--- config.mk ---
export PLATFORM = sky130hd
export DESIGN_NAME = csa_cpa_pipe_flat
export DESIGN_NICKNAME = d
export VERILOG_FILES = /design/src/rtl/csa_cpa_pipe_if.sv /design/src/rtl/csa_cpa_pipe.sv /design/src/flat_wrapper.sv
export SDC_FILE = /design/constraint.sdc
export NUM_CORES = 1
export LEC_CHECK = 0
export ABC_CLOCK_PERIOD_IN_PS = 1900
export BUFFER_PORTS_ARGS = -buffer_cell sky130_fd_sc_hd__buf_2
export CORE_AREA = 2 2 56 58
export CTS_BUF_LIST = sky130_fd_sc_hd__clkbuf_4
export CTS_CLUSTER_DIAMETER = 30
export DETAILED_ROUTE_END_ITERATION = 7
export DIE_AREA = 0 0 58 60
export PLACE_DENSITY = 0.81
export SETUP_SLACK_MARGIN = 0.2
export SKIP_CTS_REPAIR_TIMING = 1
export SLEW_MARGIN = 20
export SYNTH_ARGS = -nofsm -noshare
export SYNTH_HDL_FRONTEND = slang
export SYNTH_SLANG_ARGS = --single-unit
--- constraint.sdc ---
create_clock -name clk -period 1.9 [get_ports clk]
set_input_delay 0 -clock clk [delete_from_list [all_inputs] [get_ports clk]]
set_output_delay 0 -clock clk [all_outputs]
set_load 0.1 [all_outputs]
--- src/rtl/csa_cpa_pipe_if.sv ---
// Valid/ready bus between the 3:2 compressor, the carry-propagate pipe and its consumer.
// slave = pipe side, master = the driver/consumer side.
interface csa_cpa_pipe_if #(
  parameter int unsigned S_WIDTH = 11,
  parameter int unsigned C_WIDTH = 9
) ();
  logic               in_valid;
  logic               in_ready;
  logic [S_WIDTH:1]   in_s;
  logic [C_WIDTH:1]   in_c;
  logic               out_valid;
  logic               out_ready;
  logic [S_WIDTH+1:1] out_sum;

  modport slave (
    input  in_valid, in_s, in_c, out_ready,
    output in_ready, out_valid, out_sum
  );

  modport master (
    output in_valid, in_s, in_c, out_ready,
    input  in_ready, out_valid, out_sum
  );
endinterface

--- src/rtl/csa_cpa_pipe.sv ---
// Two-stage carry-propagate adder resolving a carry-save sum/carry pair into one binary result.
// Optional macro CSA_CPA_ERR_EN adds a sticky flag for a set carry bit 1 on accepted input.
module csa_cpa_pipe #(
  parameter int unsigned S_WIDTH = 11,
  parameter int unsigned C_WIDTH = 9,
  parameter int unsigned SPLIT   = 6
) (
  input  logic              clk,
  input  logic              rst_n,
  csa_cpa_pipe_if.slave     bus
`ifdef CSA_CPA_ERR_EN
  ,
  output logic              err_sticky
`endif
);

  localparam int unsigned HiW = S_WIDTH + 1 - SPLIT;
  localparam int unsigned HsW = S_WIDTH - SPLIT;
  localparam int unsigned HcW = C_WIDTH - SPLIT;

  logic                 s1_valid_q;
  logic                 s2_valid_q;
  logic [SPLIT+1:1]     lo_q;
  logic [SPLIT+1:1]     lo_d;
  logic [HsW:1]         hi_s_q;
  logic [HcW:1]         hi_c_q;
  logic [HiW:1]         hi_d;
  logic [S_WIDTH+1:1]   sum_q;

  logic s1_adv;
  logic s2_adv;
  logic in_xfer;
  logic s2_load;

  always_comb begin
    s2_adv  = !s2_valid_q || bus.out_ready;
    s1_adv  = !s1_valid_q || s2_adv;
    in_xfer = bus.in_valid && bus.in_ready;
    s2_load = s1_valid_q && s2_adv;
    lo_d    = {1'b0, bus.in_s[SPLIT:1]} + {1'b0, bus.in_c[SPLIT:1]};
    // Top bit of lo_q is the carry out of the low slice.
    hi_d    = HiW'(hi_s_q) + HiW'(hi_c_q) + HiW'(lo_q[SPLIT+1]);
  end

  // Held low in reset so nothing is accepted while the pipe is being cleared.
  assign bus.in_ready  = rst_n && s1_adv;
  assign bus.out_valid = s2_valid_q;
  assign bus.out_sum   = sum_q;

  always_ff @(posedge clk or negedge rst_n) begin
    if (!rst_n) begin
      s1_valid_q <= 1'b0;
      s2_valid_q <= 1'b0;
      lo_q       <= '0;
      hi_s_q     <= '0;
      hi_c_q     <= '0;
      sum_q      <= '0;
    end else begin
      if (in_xfer) begin
        lo_q   <= lo_d;
        hi_s_q <= bus.in_s[S_WIDTH:SPLIT+1];
        hi_c_q <= bus.in_c[C_WIDTH:SPLIT+1];
      end
      if (s1_adv) begin
        s1_valid_q <= in_xfer;
      end
      if (s2_adv) begin
        s2_valid_q <= s1_valid_q;
      end
      if (s2_load) begin
        sum_q <= {hi_d, lo_q[SPLIT:1]};
      end
    end
  end

`ifdef CSA_CPA_ERR_EN
  logic err_sticky_q;

  always_ff @(posedge clk or negedge rst_n) begin
    if (!rst_n) begin
      err_sticky_q <= 1'b0;
    end else if (in_xfer && bus.in_c[1]) begin
      err_sticky_q <= 1'b1;
    end
  end

  assign err_sticky = err_sticky_q;
`endif

endmodule

--- src/flat_wrapper.sv ---
// flat-port wrapper written by rule: the top's interface ports become plain ports
module csa_cpa_pipe_flat 
#(
  parameter int unsigned S_WIDTH = 11,
  parameter int unsigned C_WIDTH = 9,
  parameter int unsigned SPLIT   = 6
)
  (clk, rst_n, bus_in_valid, bus_in_s, bus_in_c, bus_out_ready, bus_in_ready, bus_out_valid, bus_out_sum);
  csa_cpa_pipe_if #(.S_WIDTH(S_WIDTH), .C_WIDTH(C_WIDTH)) bus_i ();
  input  logic clk;
  input  logic rst_n;
  input wire logic [$bits(bus_i.in_valid)-1:0] bus_in_valid;
  input wire logic [$bits(bus_i.in_s)-1:0] bus_in_s;
  input wire logic [$bits(bus_i.in_c)-1:0] bus_in_c;
  input wire logic [$bits(bus_i.out_ready)-1:0] bus_out_ready;
  output wire logic [$bits(bus_i.in_ready)-1:0] bus_in_ready;
  output wire logic [$bits(bus_i.out_valid)-1:0] bus_out_valid;
  output wire logic [$bits(bus_i.out_sum)-1:0] bus_out_sum;
  assign bus_i.in_valid = bus_in_valid;
  assign bus_i.in_s = bus_in_s;
  assign bus_i.in_c = bus_in_c;
  assign bus_i.out_ready = bus_out_ready;
  assign bus_in_ready = bus_i.in_ready;
  assign bus_out_valid = bus_i.out_valid;
  assign bus_out_sum = bus_i.out_sum;
  csa_cpa_pipe #(.S_WIDTH(S_WIDTH), .C_WIDTH(C_WIDTH), .SPLIT(SPLIT)) u_core (.clk(clk), .rst_n(rst_n), .bus(bus_i));
endmodule
==> out/metrics.cfg, run 1 <==
[logic_synthesis]
synth.area.top_cells=dfrtp_1, nand2_1, ha_1
syn_nets=172
synth_flop_cell=dfrtp_1
synth_area_um2=1460
syn_inst=137
synth-seq-area-share_pct=49.7
synth_enable_flop_cells=0
synthArstFlopShare_pct=100
synthDistinctLibCells=33
synth_common_cells=nand2_1, dfrtp_1, o21ai_0
ys_warn_count=0
postSynthAreaPerCell_um2=10.7
synth_most_common_cell=nand2_1
yosys.area.top_type=dfrtp_1
ys_seq_elements=29
synth_top_cell_area_share_pct=49.7

[power]
p_sw_share_pct=51.0
combPwrFrac_pct=50.3
p_sw_mw=1.26
vdd_ir_drop_max_mv=0.992
clockPowerShare_pct=15.2
power.density_nw_per_um2=1340
p_leak_nw=0.949
seq_power_share_pct=34.5
p_total_mw=2.47
internal-power_mw=1.21

[timing]
hold_slack_ns=0.0965
finalHoldViolations=0
max_slew.worst_pin.slew_ns=0.490
skew_ns=0.0115
setup_ws_ns=0.260
finalSetupTns_ns=0
fmax_ghz=0.610
slew_headroom_pct=67.6
final-max-slew-violation-count=0
period_share_pct=86.3
fin_crit_ns=1.64
setup_viol=0
rsz0062_at_grt=yes

[detailed_routing]
wl_met3_um=137
final_antenna_net_count=0
routed.top_layer=met4
avgRoutedWirePerCell_um=13.1
avgViaCountPerCell=5.11
dr_wl_met2_mm=1.42
drt-initial-drc-count=14
wirelength_mm=2.93
first_pass_iters=4
vias=1144
met1Wirelength_mm=1.31
drc=0

[place]
place_ws_ns=0.169
dp_hpwl_mm=2.19
portBuffers=37
post_dp_cell_area_um2=1670
placed_cells=205
finalWeightedCongestion=0.822

[critical_path]
r2r_cells=5
cpPeakStageDelay_ns=0.41
crit_end=u_core.bus.out_sum[8]
crit_type=reg2reg
endpoint_kind=flip-flop
cp_top_family=adder cells
rr_endpoint=u_core.bus.out_sum[8]
worstSetupPathDepth=5
crit_path_start_kind=flip-flop
cp.buffers_inverters=2
crit_arrival_ns=1.85
r2r_slack_ns=0.26
cpMaxStageDelayCell=fa_2
cp_cell_sequence=inv_2 -> fa_2 -> inv_2 -> fa_2 -> mux2_2
crit_fanout=2
cp.required_ns=2.11
startpoint=u_core.lo_q[7]
reg2reg_from=u_core.lo_q[7]

[grt]
overflow=0
grt_max_degree=20
grt_pass1_wl_mm=4.92
grt_usage_pct=19.5
grt_pass1_vias=1106
antenna_found_initial=0

[finish]
antenna_cells=0
stdcell_area_um2=1840
area_delta_synth_final_pct=26.2
fin_nets=225
multi_input_area_um2=683
final_core_util_pct=63.5
drive_above_1_share_pct=34.6
fillers=238
final_cells=224
seq_area_um2=727

[clocking]
clock-sinks=29
clock_latency_ns=0.33
cts_buffers=5
clkTransAtPathRegs_ns=0.09
cts-root-buf=clkbuf_4
htreeDepth=2
clk_path_buf_depth=2
cts_tree=yes

[floorplan]
core_um2=2900
start_util_pct=50.3
fp.dieW_um=58
placementRows=20
die-area_um2=3480
io_pins=38
die_y_um=60

[run_status]
status=finished clean

[hold_path]
hold_class=in2async

[flow_run]
max_cap_violations=0

==> layout by cell type (no fill, tap or decap), types with 3 or more instances in the layout <==
cell           count
buf_2             37
nand2_1           33
dfrtp_1           28
dlygate4sd3_1     11
o21ai_0            8
ha_1               8
mux2_2             7
clkbuf_4           7
inv_2              4
inv_1              3
o21ai_1            3
o21a_1             3
a21o_1             3
==> metal layers <==
metal | vias up | GRT usage [%]
met5 | - | 0
met4 | 0 | 8.97
met3 | 6 | 5.63
met2 | 30 | 31.8
met1 | 540 | 24.0
li1 | 568 | -
==> sequential cells by signal, indices dropped and copies added (netlist names) <==
name                  flops
u_core.hi_s_q             5
u_core.bus.out_sum       12
u_core.hi_c_q             3
u_core.s1_valid_q         1
u_core.bus.out_valid      1
u_core.lo_q               7
==> layout make-up <==
cell class | count | share of cell area [%]
timing repair buffer | 50 | 16.8
tap | 33 | 2.24
multi-input combinational | 97 | 37.0
inverter | 7 | 1.42
sequential | 29 | 39.4
clock inverter | 1 | 0.204
clock buffer | 7 | 2.85
==> power groups by stage <==
stage          Combinational, mW  Sequential [mW]  Clock, mW
2_1_floorplan              0.289             1.58          0
5_1_grt                     1.31            0.875      0.420
4_1_cts                     1.22            0.851      0.388
3_5_place_dp                1.22            0.863          0
6_report                    1.24            0.852      0.374
3_3_place_gp                1.19            0.857          0
==> cell families (layout without fill, tap and decap cells) <==
| logic type | Yosys count | count (layout) | synth area share [%] |
|---|---|---|---|
| and+or+nand+nor | 49 | 49 | 15.9 |
| DFF | 29 | 29 | 49.7 |
| AOI/OAI and AO/OA | 26 | 26 | 11.5 |
| adders and majority gates | 11 | 11 | 11.0 |
| buffers and inverters | 11 | 65 | 4.20 |
| muxes | 7 | 7 | 5.39 |
| xor gates and xnor gates | 4 | 4 | 2.40 |
==> worst min-delay path by stage <==
stage	slack, ns	cells past startpoint	end
floorplan	-0.30	0	u_core.bus.out_sum[10]
global route	0.09	2	u_core.s1_valid_q
finish	0.1	2	u_core.s1_valid_q
global placement	-0.11	1	u_core.bus.out_sum[8]
CTS	-0.47	1	u_core.s1_valid_q
detailed placement	-0.10	1	u_core.s1_valid_q
No activity file was read; power rests on OpenSTA's default activity.
==> inputs of run 2 (changes only) <==
==> config.mk (replaced) <==
export PLATFORM = sky130hd
export DESIGN_NAME = csa_cpa_pipe_flat
export DESIGN_NICKNAME = d
export VERILOG_FILES = /design/src/rtl/csa_cpa_pipe_if.sv /design/src/rtl/csa_cpa_pipe.sv /design/src/flat_wrapper.sv
export SDC_FILE = /design/constraint.sdc
export NUM_CORES = 1
export LEC_CHECK = 0
export ABC_CLOCK_PERIOD_IN_PS = 1400
export BUFFER_PORTS_ARGS = -buffer_cell sky130_fd_sc_hd__buf_2
export CORE_AREA = 2 2 58 60
export CTS_BUF_LIST = sky130_fd_sc_hd__clkbuf_4
export CTS_CLUSTER_DIAMETER = 30
export DETAILED_ROUTE_END_ITERATION = 7
export DIE_AREA = 0 0 60 62
export PLACE_DENSITY = 0.79
export SETUP_SLACK_MARGIN = 0.2
export SKIP_CTS_REPAIR_TIMING = 1
export SLEW_MARGIN = 15
export SYNTH_ARGS = -nofsm -noshare
export SYNTH_HDL_FRONTEND = slang
export SYNTH_SLANG_ARGS = --single-unit
==> constraint.sdc (replaced) <==
create_clock -name clk -period 1.4 [get_ports clk]
set_input_delay 0 -clock clk [delete_from_list [all_inputs] [get_ports clk]]
set_output_delay 0 -clock clk [all_outputs]
set_load 0.1 [all_outputs]
==> out/metrics.cfg, run 2 (same netlist as run 1, synthesis figures left out) <==
[timing]
fmax_ghz=0.597  ; -2.1%
rsz0062_at_grt=yes
slew_headroom_pct=67.3  ; -0.23 points
setup_ws_ns=-0.276  ; -0.535 ns
finalHoldViolations=1  ; +1
hold_slack_ns=-0.0178  ; -0.114 ns
period_share_pct=120  ; +33 points
max_slew.worst_pin.slew_ns=0.494  ; +0.00351 ns
finalSetupTns_ns=-1.05  ; -1.05 ns
setup_viol=6  ; +6
final-max-slew-violation-count=0  ; unchanged
skew_ns=0.0110  ; -0.000500 ns
fin_crit_ns=1.68  ; +0.0351 ns

[run_status]
status=complete, but fails checks
violations=negative hold slack, negative setup slack

[finish]
final_common_cell=buf_2
antenna_cells=0  ; unchanged
largest_reg_flops=12  ; unchanged
fillers=243  ; +2.1%
drive_above_1_share_pct=46.8  ; +12 points
layout_common_cells=buf_2, dfrtp_1, nand2_1
area_delta_synth_final_pct=43.5
fin_nets=237  ; +5.3%

[power]
p_sw_mw=1.82  ; +44%
vdd_ir_drop_max_mv=0.531  ; -46%
power.density_nw_per_um2=1700  ; +27%
p_total_mw=3.57  ; +44%
p_leak_nw=1.08  ; +14%
clockPowerShare_pct=14.1  ; -1.1 points
seq_power_share_pct=33.2  ; -1.3 points
p_sw_share_pct=50.9  ; -0.16 points
combPwrFrac_pct=52.7  ; +2.4 points
internal-power_mw=1.75  ; +45%

[clocking]
clkTransAtPathRegs_ns=0.10  ; about the same
htreeDepth=2  ; unchanged
cts-root-buf=clkbuf_4
cts_tree=yes
clk_path_buf_depth=2  ; unchanged
clock_latency_ns=0.34  ; about the same
clock-sinks=29  ; unchanged
cts_buffers=5  ; unchanged

[floorplan]
die_y_um=62  ; +3.3%
start_util_pct=46.0  ; -4.4 points
die-area_um2=3720  ; +6.9%
fp.dieW_um=60  ; +3.4%
io_pins=38  ; unchanged
placementRows=21  ; +5.0%
core_um2=3180  ; +9.5%

[hold_path]
hold_class=in2reg
worstHoldPathCells=4

[critical_path]
crit_fanout=2  ; unchanged
r2r_cells=5  ; unchanged
endpoint_kind=flip-flop
cpMaxStageDelayCell=fa_2
crit_path_start_kind=flip-flop
cp_cell_sequence=inv_2 -> fa_2 -> inv_2 -> fa_2 -> mux2_2
cp.required_ns=1.62  ; -0.49 ns
crit_arrival_ns=1.90  ; +0.05 ns
cpPeakStageDelay_ns=0.42  ; about the same
crit_type=reg2reg

[place]
portBuffers=37  ; unchanged
place_ws_ns=-0.298  ; -0.466 ns
dp_hpwl_mm=2.33  ; +6.4%
finalWeightedCongestion=0.865  ; +5.3%

[grt]
overflow=0  ; unchanged
grt_pass1_wl_mm=4.68  ; -4.9%
grt_max_degree=18  ; -10%
grt_usage_pct=17.1  ; -2.4 points
antenna_found_initial=0  ; unchanged
grt_pass1_vias=1075  ; -2.8%

[detailed_routing]
wirelength_mm=3.33  ; +14%
vias=1234  ; +7.9%
final_antenna_net_count=0  ; unchanged
avgViaCountPerCell=4.96  ; -3.0%
drc=0  ; unchanged
avgRoutedWirePerCell_um=13.4  ; +2.5%
first_pass_iters=4  ; unchanged
drt-initial-drc-count=47  ; +33

[flow_run]
max_cap_violations=0  ; unchanged

run 2: metal layers:
layer / GRT usage, % / wire [um] / vias up
li1: - / - / 598
met1: 20.9 / 1380 / 593
met2: 29.2 / 1770 / 36
met3: 3.11 / 108 / 7
met4: 8.57 / 74 / 0
met5: 0 / 0 / -
run 2: path summary, 6_finish.rpt:
path | from | end | slack (ns)
worst max-delay path | u_core.hi_s_q[1] | u_core.bus.out_sum[8] | -0.28
worst min-delay path | bus_in_s[0] | u_core.lo_q[1] | -0.02
worst max register to register | u_core.hi_s_q[1] | u_core.bus.out_sum[8] | -0.28
worst min register to register | u_core.bus.out_sum[9] | u_core.bus.out_sum[9] | 0.49
max in group asynchronous | rst_n | u_core.bus.out_sum[2] | 0.68
min in group asynchronous | rst_n | u_core.bus.out_sum[5] | 0.22
run 2: critical path: cells and delay by family (launching register included):
| family | cells | cell delay (ns) |
|---|---|---|
| adders and majority gates | 2 | 0.81 |
| buffers and inverters | 2 | 0.12 |
| DFF | 1 | 0.35 |
| muxes | 1 | 0.28 |
run 2: layout make-up:
class                   instances  area [um^2]  area share, %
multi-input cells              99          798           38.1
flip-flops and latches         29          731           34.8
repair buffers                 60          429           20.5
well taps                      46         57.6           2.74
clock buffers                   6         45.0           2.15
inverters                       7         26.3           1.25
clock inverters                 2         10.0          0.477
run 2: power groups by stage:
stage | combinational, mW | clock, mW | sequential (mW)
after floorplan | 0.453 | 0 | 2.15
after global placement | 1.71 | 0 | 1.18
after detailed placement | 1.75 | 0 | 1.20
after CTS | 1.75 | 0.507 | 1.18
after global routing | 1.97 | 0.538 | 1.21
final | 1.88 | 0.502 | 1.19
run 2: stage by stage:
step           instances  util, %  area [um^2]
2_1_floorplan        137        -         1530
3_3_place_gp         223     56.6         1800
3_5_place_dp         223     56.6         1800
4_1_cts              231     58.4         1860
5_1_grt              249     66.0         2100
6_report             249     66.0         2100
